===== src/rtl/alu_pkg.sv =====
// Shared types for the sequential ALU: opcode set, FSM states and opcode helpers.
package alu_pkg;

  typedef enum logic [2:0] {
    OP_AND = 3'b000,
    OP_ADD = 3'b001,
    OP_XOR = 3'b010,
    OP_SLT = 3'b011,
    OP_SLL = 3'b100,
    OP_SRL = 3'b101,
    OP_SNE = 3'b110,
    OP_OVF = 3'b111
  } alu_op_e;

  typedef enum logic [1:0] {
    S_IDLE  = 2'd0,
    S_SHIFT = 2'd1,
    S_DONE  = 2'd2
  } alu_state_e;

  function automatic logic is_shift(alu_op_e op);
    return (op == OP_SLL) || (op == OP_SRL);
  endfunction

endpackage


===== src/rtl/alu_core.sv =====
// Combinational datapath for the non-shift opcodes plus carry/overflow/zero flags.
module alu_core
  import alu_pkg::*;
#(
  parameter int WIDTH = 8
) (
  input  logic [WIDTH-1:0] a,
  input  logic [WIDTH-1:0] b,
  input  alu_op_e          op,
  output logic [WIDTH-1:0] result,
  output logic             zero,
  output logic             carry,
  output logic             ovf
);

  logic [WIDTH:0] sum;
  logic           ovf_raw;

  assign sum     = {1'b0, a} + {1'b0, b};
  assign ovf_raw = (a[WIDTH-1] == b[WIDTH-1]) && (sum[WIDTH-1] != a[WIDTH-1]);

  // Shift opcodes fall through to zero; the sequencer supplies their result.
  always_comb begin
    result = '0;
    case (op)
      OP_AND:  result    = a & b;
      OP_ADD:  result    = sum[WIDTH-1:0];
      OP_XOR:  result    = a ^ b;
      OP_SLT:  result[0] = (a < b);
      OP_SNE:  result[0] = (a != b);
      OP_OVF:  result[0] = ovf_raw;
      default: result    = '0;
    endcase
  end

  assign zero  = ~|result;
  assign carry = (op == OP_ADD) && sum[WIDTH];
  assign ovf   = ((op == OP_ADD) || (op == OP_OVF)) && ovf_raw;

endmodule


===== src/rtl/alu_seq.sv =====
// Registered ALU with valid/ready handshakes and a one-bit-per-cycle shifter.
// Define ALU_FAST_SHIFT_EN to replace the iterative shifter with a single-cycle barrel shifter.
//
// state   | meaning
// S_IDLE  | no result held, ready for an op
// S_SHIFT | iterative shift in progress, upstream stalled
// S_DONE  | result valid, waiting for out_ready
module alu_seq
  import alu_pkg::*;
#(
  parameter  int WIDTH = 8,
  localparam int CNT_W = $clog2(WIDTH + 1)
) (
  input  logic             clk,
  input  logic             rst_n,
  input  logic             in_valid,
  output logic             in_ready,
  input  logic [WIDTH-1:0] in_a,
  input  logic [WIDTH-1:0] in_b,
  input  logic [2:0]       in_op,
  output logic             out_valid,
  input  logic             out_ready,
  output logic [WIDTH-1:0] out_result,
  output logic             out_zero,
  output logic             out_carry,
  output logic             out_ovf,
  output logic             busy
);

  localparam logic [WIDTH-1:0] W_VAL = WIDTH'(WIDTH);

  alu_state_e       state_q, state_d;
  logic [WIDTH-1:0] res_q, res_d;
  logic             zero_q, zero_d;
  logic             carry_q, carry_d;
  logic             ovf_q, ovf_d;
  logic             accept;
  logic             b_big;
  alu_op_e          op;
  logic [WIDTH-1:0] core_res;
  logic             core_zero, core_carry, core_ovf;

  assign op       = alu_op_e'(in_op);
  assign in_ready = (state_q == S_IDLE) || ((state_q == S_DONE) && out_ready);
  assign accept   = in_valid && in_ready;
  // Full-width compare so large shift amounts are not aliased by truncation.
  assign b_big    = (in_b >= W_VAL);

  alu_core #(.WIDTH(WIDTH)) u_core (
    .a      (in_a),
    .b      (in_b),
    .op     (op),
    .result (core_res),
    .zero   (core_zero),
    .carry  (core_carry),
    .ovf    (core_ovf)
  );

`ifdef ALU_FAST_SHIFT_EN
  logic [WIDTH-1:0] bshift;

  always_comb begin
    bshift = '0;
    if (!b_big) begin
      bshift = (op == OP_SLL) ? (in_a << in_b) : (in_a >> in_b);
    end
  end
`else
  logic [CNT_W-1:0] cnt_q, cnt_d, k;
  logic             left_q, left_d;
  logic [WIDTH-1:0] step;

  assign k    = b_big ? CNT_W'(WIDTH) : in_b[CNT_W-1:0];
  // The result register doubles as the shift working register while out_valid is low.
  assign step = left_q ? (res_q << 1) : (res_q >> 1);
`endif

  always_comb begin
    state_d = state_q;
    res_d   = res_q;
    zero_d  = zero_q;
    carry_d = carry_q;
    ovf_d   = ovf_q;
`ifndef ALU_FAST_SHIFT_EN
    cnt_d   = cnt_q;
    left_d  = left_q;
`endif

    case (state_q)
`ifndef ALU_FAST_SHIFT_EN
      S_SHIFT: begin
        res_d = step;
        cnt_d = cnt_q - CNT_W'(1);
        if (cnt_q == CNT_W'(1)) begin
          state_d = S_DONE;
          zero_d  = ~|step;
        end
      end
`endif
      S_DONE: begin
        if (out_ready) state_d = S_IDLE;
      end
      default: ;
    endcase

    // A new accept overrides the DONE->IDLE transition for back-to-back issue.
    if (accept) begin
      carry_d = 1'b0;
      ovf_d   = 1'b0;
      if (is_shift(op)) begin
`ifdef ALU_FAST_SHIFT_EN
        res_d   = bshift;
        zero_d  = ~|bshift;
        state_d = S_DONE;
`else
        res_d   = in_a;
        zero_d  = ~|in_a;
        left_d  = (op == OP_SLL);
        cnt_d   = k;
        state_d = (k == '0) ? S_DONE : S_SHIFT;
`endif
      end else begin
        res_d   = core_res;
        zero_d  = core_zero;
        carry_d = core_carry;
        ovf_d   = core_ovf;
        state_d = S_DONE;
      end
    end
  end

  always_ff @(posedge clk or negedge rst_n) begin
    if (!rst_n) begin
      state_q <= S_IDLE;
      res_q   <= '0;
      zero_q  <= 1'b0;
      carry_q <= 1'b0;
      ovf_q   <= 1'b0;
`ifndef ALU_FAST_SHIFT_EN
      cnt_q   <= '0;
      left_q  <= 1'b0;
`endif
    end else begin
      state_q <= state_d;
      res_q   <= res_d;
      zero_q  <= zero_d;
      carry_q <= carry_d;
      ovf_q   <= ovf_d;
`ifndef ALU_FAST_SHIFT_EN
      cnt_q   <= cnt_d;
      left_q  <= left_d;
`endif
    end
  end

  assign out_valid  = (state_q == S_DONE);
  assign out_result = res_q;
  assign out_zero   = zero_q;
  assign out_carry  = carry_q;
  assign out_ovf    = ovf_q;
  assign busy       = (state_q != S_IDLE);

endmodule


===== config.mk =====
export PLATFORM = sky130hd
export DESIGN_NAME = alu_seq
export DESIGN_NICKNAME = d
export VERILOG_FILES = /design/src/rtl/alu_pkg.sv /design/src/rtl/alu_core.sv /design/src/rtl/alu_seq.sv
export SDC_FILE = /design/constraint.sdc
export NUM_CORES = 1
export LEC_CHECK = 0
export CORE_UTILIZATION = 40
export CTS_BUF_LIST = sky130_fd_sc_hd__clkbuf_4
export CTS_CLUSTER_DIAMETER = 50
export CTS_CLUSTER_SIZE = 25
export DETAILED_ROUTE_END_ITERATION = 12
export GPL_ROUTABILITY_DRIVEN = 1
export PLACE_DENSITY = 0.7
export SLEW_MARGIN = 20
export SYNTH_ARGS = -nofsm -noshare
export SYNTH_HDL_FRONTEND = slang
export SYNTH_SLANG_ARGS = --single-unit
export TNS_END_PERCENT = 5

===== constraint.sdc =====
create_clock -name clk -period 3.6 [get_ports clk]
set_input_delay 0.72 -clock clk [delete_from_list [all_inputs] [get_ports clk]]
set_output_delay 0.72 -clock clk [all_outputs]
set_load 0.02 [all_outputs]

==> results of run 1 <==
==> power breakdown <==
part | total (µW) | leakage, µW | internal, µW | switching (µW)
combinational | 803 | 0.000744 | 382 | 422
sequential | 418 | 0.000216 | 300 | 118
clock | 96.2 | 0.0000138 | 38.9 | 57.3
==> metal layers <==
| layer | wire, µm | vias to the layer above | global-route usage, % |
|---|---|---|---|
| li1 | - | 959 | - |
| met1 | 2392 | 886 | 26.87 |
| met2 | 2409 | 75 | 33.95 |
| met3 | 313 | 19 | 3.177 |
| met4 | 192 | 0 | 10.68 |
| met5 | 0 | - | 0 |
==> cells in the final DEF (no fill, tap or decap), drive strengths merged, types with 4 or more instances in the layout <==
cell           Yosys  layout
dfrtp             18      18
a21oi             17      17
nand4              5       5
clkdlybuf4s50      0      36
nor4               4       4
ha                18      18
o21ai             13      13
nand3              4       4
o211ai             7       7
inv               15      15
nand2b             8       8
xor2               5       5
nor3               6       6
nand2             18      18
nor2              20      20
a211oi             7       7
nor2b              6       6
mux2i              8       8
==> area by class of cell <==
| type | instances | area (µm²) | share of cell area, % |
|---|---|---|---|
| Sequential cell | 18 | 450.4 | 18.56 |
| Clock buffer | 3 | 22.52 | 0.9278 |
| Multi-Input combinational cell | 198 | 1431 | 58.97 |
| Timing Repair Buffer | 39 | 382.9 | 15.77 |
| Tap cell | 67 | 83.83 | 3.454 |
| Inverter | 15 | 56.30 | 2.320 |
==> worst register-to-register path, delay by kind of cell (launching register included) <==
family                     cells  cell delay (ns)
adders and majority gates      1             0.14
AOI/OAI and AO/OA              2             0.55
DFF                            1             0.41
buffers and inverters          1             0.08
and+or+nand+nor                4             0.78
==> sequential cells by signal (all words and copies together), names as in the netlist <==
name	cells
out_result	8
state_q	2
out_carry	1
left_q	1
cnt_q	4
out_ovf	1
out_zero	1
==> metrics by stage <==
stage	cells	utilization [%]	cell area, µm²	worst slack (ns)	hold WS, ns
final	340	50.72	2427	0.5817	0.5083
after global routing	340	50.72	2427	0.4898	0.5442
after global placement	337	50.25	2405	0.3335	0.4669
after CTS	340	50.72	2427	0.5875	0.5038
after floorplan	246	-	2021	0.9968	0.4244
after detailed placement	337	50.25	2405	0.2824	0.4860
==> cells by family after synthesis <==
| family | count (synthesis) | share of synthesized area [%] |
|---|---|---|
| AND/OR/NAND/NOR | 86 | 23.16 |
| AO/OA/AOI/OAI | 78 | 28.54 |
| buffers and inverters | 30 | 6.872 |
| adder cells (fa/ha/maj) | 19 | 12.14 |
| flip-flops | 18 | 22.29 |
| multiplexers | 8 | 3.963 |
| XOR/XNOR | 7 | 3.034 |
==> worst min-delay path by stage <==
stage	to	slack (ns)
floorplan	cnt_q[0]	0.42
global placement	out_carry	0.47
detailed placement	out_carry	0.49
CTS	out_carry	0.50
global route	out_ovf	0.54
finish	out_carry	0.51
==> impl_metrics.toml, run 1 <==
[logic_synthesis]
synth_top_area_share_pct = 22.29
synth_edf_count = 0
ys_types = 62
synth_area_um2 = 2021
yosys_register_bits = 18
yosys-top-cells-count = "18 x dfrtp_1, 18 x ha_1, 18 x nand2_1"
dominantRegCellSynth = "dfrtp_1"
yosysTopAreaCell = "dfrtp_1"
synth_area_leaders = "dfrtp_1 22%, ha_1 11%, a21oi_1 4.2%"
syn-num-nets = 288
yosys_warnings = 0
syn_avg_cell_area_um2 = 8.214
synth_seq_area_share_pct = 22.29
synth_cells = 246
synthArstFlopShare_pct = 100.0

[clocking]
cts_buffers = 3
clk_latency_ns = 0.29
hold_buffers = 0
cts_root_buffer = "clkbuf_4"
post_cts_buffers = 0
path_clk_slew_ns = 0.09
cts-resized-gates = 0
htreeDepth = 1
clockBufferDepth = 2
cts_tree = "built"
cts.sinks = 18

[worst_setup_path]
r2r_setup_slack_ns = 1.54
critPathKind = "in -> reg"
r2r-start = "cnt_q[1]"
path_depth = 8
path_buf_inv = 1
end_kind = "flop"
worstPathMaxFanout = 4
cp.required_ns = 3.78
start_kind = "primary input"
critical_path_arrival_ns = 3.20
endpoint = "out_zero"
critPathSlowestCell = "o41ai_1"
worstReg2RegEnd = "out_zero"
crit_start = "in_a[0]"
crit_chain = "clkdlybuf4s50_1 -> ha_1 -> fa_1 -> nor2b_1 -> o21a_1 -> o41ai_1 -> nor4b_2 -> a32o_1"
cpLargestDelayFamily = "compound AO/OA/AOI/OAI gates"
ff2ff_path_depth = 8
crit_path_max_incr_delay_ns = 0.55

[pwr]
power_density_nw_per_um2 = 542.9
finalPower_uw = 1318
power_leakage_uw = 0.0009740
irDropWorstVdd_mv = 0.2376

[drt]
vias = 1939
ant_nets = 0
routed_via_density = 5.703
avgRoutedWirePerCell_um = 15.61
dr.pass1.iters = 4
drc = 0
drt_iter0_markers = 86
wl_mm = 5.307

[timing]
skew_ns = 0.007671
max-slew-margin-rel_pct = 46.16
rsz0062_at_grt = "false"
fmax_mhz = 331.3
setup_viol = 0
final_hold_viol_count = 0
slew_viol_final = 0
worst_slew_pin_slew_ns = 0.8051
fin_crit_ns = 3.018
final.period_utilization_pct = 83.84
tns_ns = 0

[floorplan]
fp-row-count = 25
fp.dieH_um = 73.08
core_um2 = 4786
pin_count = 37
die_area_um2 = 5340
floorplan.initialDensity_pct = 42.22
die_w_um = 73.08

[cells_and_area]
layout-drive-gt1-share_pct = 6.960
antenna_cells = 0
num-fill-cells = 483
syn_to_final_growth_pct = 20.12
final_nets = 317

[global_route]
antenna_found_initial = 0
grt_pass1_vias = 1812
grt_max_degree = 19
grt_pass1_wl_mm = 8.611
grt.total_usage_pct = 20.93
globalRoute.totalOverflow = 0

[place]
dp_hpwl_mm = 4.167
port_buffers = 36
place_congestion = 0.9709

[run]
maxCapViolCount = 0

[hold_path]
worstHoldStart = "out_carry"
hold_path.class = "reg -> reg"
hold_depth = 2

[status]
status = "complete, no violations"
Power figures use the tool's default switching activity.
==> inputs of run 2 (changes only) <==
--- a/config.mk
+++ b/config.mk
@@ -11,7 +11,7 @@
 export CTS_CLUSTER_SIZE = 25
 export DETAILED_ROUTE_END_ITERATION = 12
 export GPL_ROUTABILITY_DRIVEN = 1
-export PLACE_DENSITY = 0.7
+export PLACE_DENSITY = 0.72
 export SLEW_MARGIN = 20
 export SYNTH_ARGS = -nofsm -noshare
 export SYNTH_HDL_FRONTEND = slang
==> constraint.sdc (replaced) <==
create_clock -name clk -period 2.49 [get_ports clk]
set_input_delay 0.498 -clock clk [delete_from_list [all_inputs] [get_ports clk]]
set_output_delay 0.498 -clock clk [all_outputs]
set_load 0.02 [all_outputs]
==> run 2 against run 1 <==
Compared with the run above:
- via count is 8.8% higher
- non-clock buffer count is 47 higher
- die area stayed put
- first-iteration DRC count is 31% higher
- flip-flop and latch count stayed put
- global-route usage is 0.33 points higher
- combinational power is 58% higher
- routed wire length is 3.5% higher
- cell count is 14% higher
- core utilization is 9.8 points higher
- largest power group unchanged
- critical endpoint unchanged
- sequential power is 44% higher
==> impl_metrics.toml, run 2 (same netlist as run 1, synthesis figures left out) <==
[hold_path]
hold_depth = 2
hold_path.class = "reg -> reg"
holdPathEnd = "out_carry"
worstHoldStart = "out_carry"

[cells_and_area]
largest_reg_flops = 8
final_common_cell = "buf_4"
layout_common_cells = "48 x buf_4, 33 x clkdlybuf4s50_1, 18 x nand2_1, 18 x dfrtp_1"
syn_to_final_growth_pct = 43.34
final_nets = 364
layout-drive-gt1-share_pct = 24.61
antenna_cells = 0
final_core_util_pct = 60.52

[worst_setup_path]
ff2ff_path_depth = 8
r2r_setup_slack_ns = 0.43
critical_path_arrival_ns = 2.63
worstPathMaxFanout = 5
start_kind = "primary input"
end_kind = "flop"
r2r-start = "cnt_q[1]"
critPathKind = "in -> reg"
worstReg2RegEnd = "out_zero"
cp.required_ns = 2.73

[clocking]
path_clk_slew_ns = 0.11
clk_latency_ns = 0.29
cts_tree = "built"
htreeDepth = 1
clockBufferDepth = 2
cts_buffers = 3
cts.sinks = 18
cts_root_buffer = "clkbuf_4"

[global_route]
grt_pass1_wl_mm = 8.866
antenna_found_initial = 0
grt_max_degree = 28
grt_pass1_vias = 1860
grt.total_usage_pct = 21.26
globalRoute.totalOverflow = 0

[drt]
routed_via_density = 5.438
wl_mm = 5.492
avgRoutedWirePerCell_um = 14.15
ant_nets = 0
drc = 0
vias = 2110
dr.pass1.iters = 5
drt_iter0_markers = 113

[timing]
slew_viol_final = 0
setup_viol = 0
final_hold_viol_count = 0
final.period_utilization_pct = 96.02
rsz0062_at_grt = "false"
whs_ns = 0.4904
fmax_mhz = 418.2
max-slew-margin-rel_pct = 66.52
fin_crit_ns = 2.391
worst_slew_pin_slew_ns = 0.5012
skew_ns = 0.01271

[pwr]
irDropWorstVdd_mv = 0.3401
power_density_nw_per_um2 = 698.0
power_leakage_uw = 0.001251

[place]
dp_hpwl_mm = 4.386
place_congestion = 0.9381
port_buffers = 36

[floorplan]
core_um2 = 4786
pin_count = 37
fp.dieH_um = 73.08
die_area_um2 = 5340
fp-row-count = 25
floorplan.initialDensity_pct = 42.22
die_w_um = 73.08

[run]
maxCapViolCount = 0

[status]
status = "complete, no violations"
## run 2: changes by cell type in the layout (fill, tap and decap cells not counted), sizes merged
cell and delta:
buf +47, clkdlybuf4s50 -3, dlymetal6s2s +3, clkinv +1
## run 2: per-stage QoR
stage,cell area (µm²),setup slack (ns),total power [µW],cells,TNS [ns]
after floorplan,2021,0.1088,1355,246,0
after global placement,2768,-0.4231,1830,382,-1.939
after detailed placement,2768,-0.4767,1849,382,-2.269
after CTS,2814,0.005171,2005,386,0
after global routing,2897,0.01046,2189,388,0
final,2897,0.09904,2022,388,0
## run 2: worst max path at each step
stage / endpoint / startpoint / slack [ns] / cells past startpoint
3_3_place_gp: out_zero / in_a[0] / -0.42 / 8
2_1_floorplan: out_zero / in_a[0] / 0.11 / 8
6_report: out_zero / in_b[2] / 0.1 / 9
5_1_grt: out_zero / in_b[5] / 0.01 / 9
4_1_cts: out_zero / in_a[0] / 0.005 / 9
3_5_place_dp: out_zero / in_a[0] / -0.48 / 8
## run 2: area by class of cell
type | count | area (µm²)
fill | 428 | 1889
multi-input combinational | 198 | 1511
timing repair buffer | 86 | 768.2
sequential | 18 | 450.4
tap | 67 | 83.83
inverter | 15 | 56.30
clock buffer | 3 | 22.52
clock inverter | 1 | 3.754
## run 2: timing repair
action,4_1_cts,5_1_grt
setup buffers,0,2
endpoints found under the setup margin,1,5
hold buffers,0,0
gates resized for setup,4,14
pin swaps,0,5
## run 2: report_power, final
part | switching, µW | total (µW) | internal, µW
Combinational | 627 | 1270 | 647
Sequential | 168 | 602 | 433
Clock | 87.7 | 146 | 58.3
Total | 883 | 2020 | 1140
## run 2: critical path: stages
cell             delay (ns)
clkdlybuf4s50_1        0.49
inv_1                  0.07
ha_4                   0.30
inv_2                  0.05
a221oi_4               0.39
o211ai_4               0.16
mux2i_2                0.19
nor4b_2                0.28
a32o_1                 0.19
## run 2: routing by layer
| layer | vias to the layer above | GRT usage, % | part of all wire, % |
|---|---|---|---|
| met4 | 0 | 5.664 | 0.55 |
| met3 | 2 | 0.9669 | 5.1 |
| met1 | 984 | 29.53 | 46 |
| met2 | 69 | 35.91 | 49 |
| li1 | 1055 | - | - |
| met5 | - | 0 | 0 |
